File: src/rtl/if_id_skid_reg.sv
// IF->ID pipeline register with valid/ready handshake.
// Two-entry buffer (main + skid) gives full throughput while in_ready depends
// only on registered state. Supports flush (squash) and bubble insertion, and
// keeps a saturating count of decode stall cycles for profiling.
module if_id_skid_reg #(
    parameter int              INSTR_W   = 32,
    parameter int              PC_W      = 32,
    parameter logic [PC_W-1:0] RESET_PC  = 32'h0000_3000,
    parameter logic [INSTR_W-1:0] NOP_INSTR = '0,
    parameter int              CNT_W     = 16
) (
    input  logic               clk,
    input  logic               reset,
    input  logic               in_valid,
    output logic               in_ready,
    input  logic [INSTR_W-1:0] in_instr,
    input  logic [PC_W-1:0]    in_pc4,
    input  logic               flush,
    output logic               out_valid,
    input  logic               out_ready,
    output logic [INSTR_W-1:0] out_instr,
    output logic [PC_W-1:0]    out_pc4,
    output logic [CNT_W-1:0]   stall_cnt
);

    // Main entry feeds decode; skid entry catches the word in flight on a stall.
    logic               mv;
    logic [INSTR_W-1:0] m_instr;
    logic [PC_W-1:0]    m_pc4;
    logic               sv;
    logic [INSTR_W-1:0] s_instr;
    logic [PC_W-1:0]    s_pc4;

    logic in_fire;
    logic out_fire;

    // The skid flag is a flop, so in_ready never sees out_ready combinationally.
    assign in_ready  = ~sv;
    assign in_fire   = in_valid & in_ready;
    assign out_fire  = mv & out_ready;

    assign out_valid = mv;
    assign out_pc4   = m_pc4;
    assign out_instr = mv ? m_instr : NOP_INSTR;

    // Buffer control: reset beats flush, flush beats normal transfer.
    always_ff @(posedge clk) begin
        if (!reset) begin
            mv      <= 1'b0;
            sv      <= 1'b0;
            m_instr <= NOP_INSTR;
            m_pc4   <= RESET_PC;
            s_instr <= NOP_INSTR;
            s_pc4   <= RESET_PC;
        end else if (flush) begin
            // A same-cycle input is accepted and discarded; pc4 is left alone.
            mv      <= 1'b0;
            sv      <= 1'b0;
            m_instr <= NOP_INSTR;
        end else if (sv) begin
            // Skid full: no input can fire, only drain skid into main.
            if (out_fire) begin
                m_instr <= s_instr;
                m_pc4   <= s_pc4;
                sv      <= 1'b0;
            end
        end else if (!mv || out_ready) begin
            // Main is empty or leaving this cycle: refill it or insert a bubble.
            if (in_fire) begin
                m_instr <= in_instr;
                m_pc4   <= in_pc4;
                mv      <= 1'b1;
            end else begin
                mv      <= 1'b0;
            end
        end else if (in_fire) begin
            // Decode stalled with main occupied: park the incoming word.
            s_instr <= in_instr;
            s_pc4   <= in_pc4;
            sv      <= 1'b1;
        end
    end

    // Count cycles where decode holds a valid instruction but is stalled.
    always_ff @(posedge clk) begin
        if (!reset) begin
            stall_cnt <= '0;
        end else if (mv && !out_ready && !flush && (stall_cnt != {CNT_W{1'b1}})) begin
            stall_cnt <= stall_cnt + 1'b1;
        end
    end

endmodule

File: config.mk
export PLATFORM = sky130hd
export DESIGN_NAME = if_id_skid_reg
export DESIGN_NICKNAME = d
export VERILOG_FILES = /design/src/rtl/if_id_skid_reg.sv
export SDC_FILE = /design/constraint.sdc
export NUM_CORES = 1
export LEC_CHECK = 0
export CAP_MARGIN = 20
export CORE_UTILIZATION = 53
export DETAILED_ROUTE_END_ITERATION = 12
export PLACE_DENSITY = 0.85
export SLEW_MARGIN = 10
export SYNTH_ARGS = -nofsm -noshare
export SYNTH_HDL_FRONTEND = slang
export SYNTH_SLANG_ARGS = --single-unit
File: constraint.sdc
create_clock -name clk -period 4.2 [get_ports clk]
set_input_delay 0.84 -clock clk [delete_from_list [all_inputs] [get_ports clk]]
set_output_delay 0.84 -clock clk [all_outputs]
set_load 0.02 [all_outputs]
==> results.txt <==
* Iteration count of the initial detailed-routing pass: 5
* Post-cts gate resize count: 0
- Number of nets in the synthesized netlist: 778
- At the end of the flow, the number of nets in the layout was 902.
* Area growth from synthesis to layout: 35.0%
* Number of ports placed on the die boundary: 151
- The die is 110 µm tall.
* Share of Yosys cell area claimed by the top area cell type: 47.6%
* Iteration-0 DRC count of the detailed router: 306
* Initial antenna violation count: 0
- Once detail routing completed, the nets flagged for antenna violations numbered 0.
* Tcrit/Tclk final: 74.6%
- During placement, the flow inserted port buffers numbering 150.
- Once detailed placement completed, the half-perimeter wirelength came to 10100 µm.
* Worst path required time: 3.36 ns
- Total via count in the routed design: 5567
- Total placed cells including tap cells: 953
- Max transition margin: 25.0%
* Number of slew-limit violations in the final report: 0
* Final hold vios: 0
- Number of hold-repair buffers added at the cts stage: 0
* Buffers from clock root to sink, at most: 2
* Top cell type by total area after synthesis: sky130_fd_sc_hd__dfxtp_1
* Via density: 5.66
- CTS root buf: sky130_fd_sc_hd__clkbuf_16
* CTS Sinks: 146
- Entering global routing, the biggest net connects 66 pins.
- The number of clock buffers added by TritonCTS is 17.
- The average instance in the mapped netlist occupies 8.67 µm².
- Crit path arrival time: 2.29 ns
- The mapped netlist covers 0.00614 mm².
- The H-tree generated during clock tree synthesis spans 4 levels.
* GRT Total Usage: 26.9%
- STA classifies the critical path startpoint as a flip-flop.
* Initial core utilization: 55.4%
- After clock tree synthesis, the clock-pin slew on the worst setup and hold paths is 0.06 ns.
- Count of standard-cell rows: 38
- Wire length of the first global-routing pass: 25100 µm
* Most frequent cells in the layout: sky130_fd_sc_hd__clkdlybuf4s50_1, sky130_fd_sc_hd__dfxtp_1, sky130_fd_sc_hd__nand2_1, sky130_fd_sc_hd__a21oi_1, sky130_fd_sc_hd__mux2i_1
* Ranking of synthesized cells by area: sky130_fd_sc_hd__dfxtp_1, sky130_fd_sc_hd__mux2i_1, sky130_fd_sc_hd__nand2_1
- Placement-stage cell area: 0.00767 mm²
- Highest Clock Rate: 319 MHz
- Synthesis handed over a netlist of 708 instances.
* Vias in the first global route: 5249
- During synthesis, Yosys emitted a total of 0 warnings.
* Post-CTS Setup Bufs: 0
* Power density over cell area: 402 mW/mm²
* Number of violations of the max-capacitance limit: 0
* Sequential cell area fraction in the yosys report: 47.6%
- CP Max Fanout: 41
- The die is 110 µm wide.
- The region available for standard cell placement spans 0.0111 mm².
* Final worst path period need: 3.13 ns
- Routability-driven placement finished with a final weighted congestion of 0.885.
* Total congestion overflow after global routing: 0
- Dividing the detail-routed wire length by the instance count gives 15.9 µm.
- The number of antenna diodes in the final layout is 0.
- The worst setup path is captured at an output pin.
- Yosys mapped the design onto 41 distinct sky130hd cell types.
- Transition time of the tightest slew-check pin: 1.12 ns
- The path class of the tightest hold or removal check is flip-flop to flip-flop.
* Post-route cell area: 0.00829 mm²
* Worst-case vdd ir drop: 0.000309 V
- Count of state elements after synthesis: 146
* Post-Route Skew: 0.00635 ns
* CTS tree: done
* Non-filler instance count after layout: 984
* Most frequent standard cell in the layout excluding fill and tap cells: sky130_fd_sc_hd__clkdlybuf4s50_1
* Share of cells above drive strength 1: 6.16%
- Die footprint: 0.0120 mm²
- For this run, design rule violations remaining after detail routing come to 0.
- Setup repair after global routing missed its margin: false
* Sum of routed wire length over all layers: 15600 µm
* # setup viols final: 0
- Insertion delay of the later-clocked pin in the worst-skew pair: 0.41 ns
* Setup TNS: 0 ns
- Status: finished clean
- Summed over all cells, the static leakage comes to 2.77 nW.
- Crit path kind: flip-flop to output pin
## layout make-up
cell class                      instances  area, µm²
Clock buffer                           23        499
Multi-Input combinational cell        503       2970
Tap cell                              140        175
Sequential cell                       146       2930
Timing Repair Buffer                  160       1580
Inverter                                4       16.3
Clock inverter                          8        124
Fill cell                             774       2790
## final timing paths
check	from	endpoint	slack (ns)	cells past startpoint
worst min-delay path	s_instr[25]	s_instr[25]	0.45	2
worst max-delay path	out_valid	out_instr[1]	1.07	2
worst min register to register	s_instr[25]	s_instr[25]	0.45	2
worst max register to register	out_valid	s_pc4[3]	1.48	5
## sequential cells by signal, indices dropped and copies added, names as in the netlist
name,count
s_pc4,32
s_instr,32
sv,1
out_pc4,32
out_valid,1
stall_cnt,16
m_instr,32
## kinds of logic after synthesis
| logic type | Yosys count | share of synthesized area [%] |
|---|---|---|
| and+or+nand+nor | 277 | 20.7 |
| muxes | 67 | 11.0 |
| AOI/OAI and AO/OA | 157 | 16.1 |
| DFF | 146 | 47.6 |
| buffers and inverters | 59 | 4.28 |
| xor gates and xnor gates | 1 | 0.143 |
| adders and majority gates | 1 | 0.204 |
## stage by stage
| step | total power, mW | hold slack (ns) | utilization (%) | setup WS (ns) |
|---|---|---|---|---|
| after floorplan | 1.63 | 0.435 | - | 2.15 |
| after global placement | 1.78 | 0.441 | 69.2 | 1.22 |
| after detailed placement | 1.79 | 0.447 | 69.2 | 1.14 |
| after CTS | 3.35 | 0.455 | 74.8 | 1.02 |
| after global routing | 3.44 | 0.473 | 74.8 | 0.895 |
| final | 3.33 | 0.452 | 74.8 | 1.07 |
## layer usage
metal  global-route usage, %  vias to the layer above  part of all wire, %
li1                        -                     2712                    -
met1                    34.7                     2625                   43
met2                    44.5                      197                   49
met3                    5.51                       33                  6.0
met4                    10.2                        0                  2.2
met5                       0                        -                    0
## cell usage after synthesis (all sizes together)
cell type	count
dfxtp	146
nand2	136
a21oi	77
mux2i	65
nor2	65
a211oi	64
and2	33
clkbuf	29
buf	26
o31ai	9
or4	8
nand4	7
nand3	6
o21ai	5
inv	4
nand2b	4
and4	3
and3	2
mux2	2
nor3	2
nor4	2
or3	2
and4b	1
and4bb	1
ha	1
nand3b	1
nor2b	1
nor3b	1
o2111ai	1
o211ai	1
or2	1
or3b	1
xor2	1
## power breakdown
group | internal [mW] | switching (mW)
Sequential | 1.43 | 0.0276
Combinational | 0.150 | 0.160
Clock | 1.01 | 0.556
## critical path, cell delays in order (launching register included)
cell                              delay [ns]
sky130_fd_sc_hd__dfxtp_1                0.99
sky130_fd_sc_hd__and2_1                 0.27
sky130_fd_sc_hd__clkdlybuf4s50_1        0.61
Note: power is estimated with default switching activity, not from simulation.
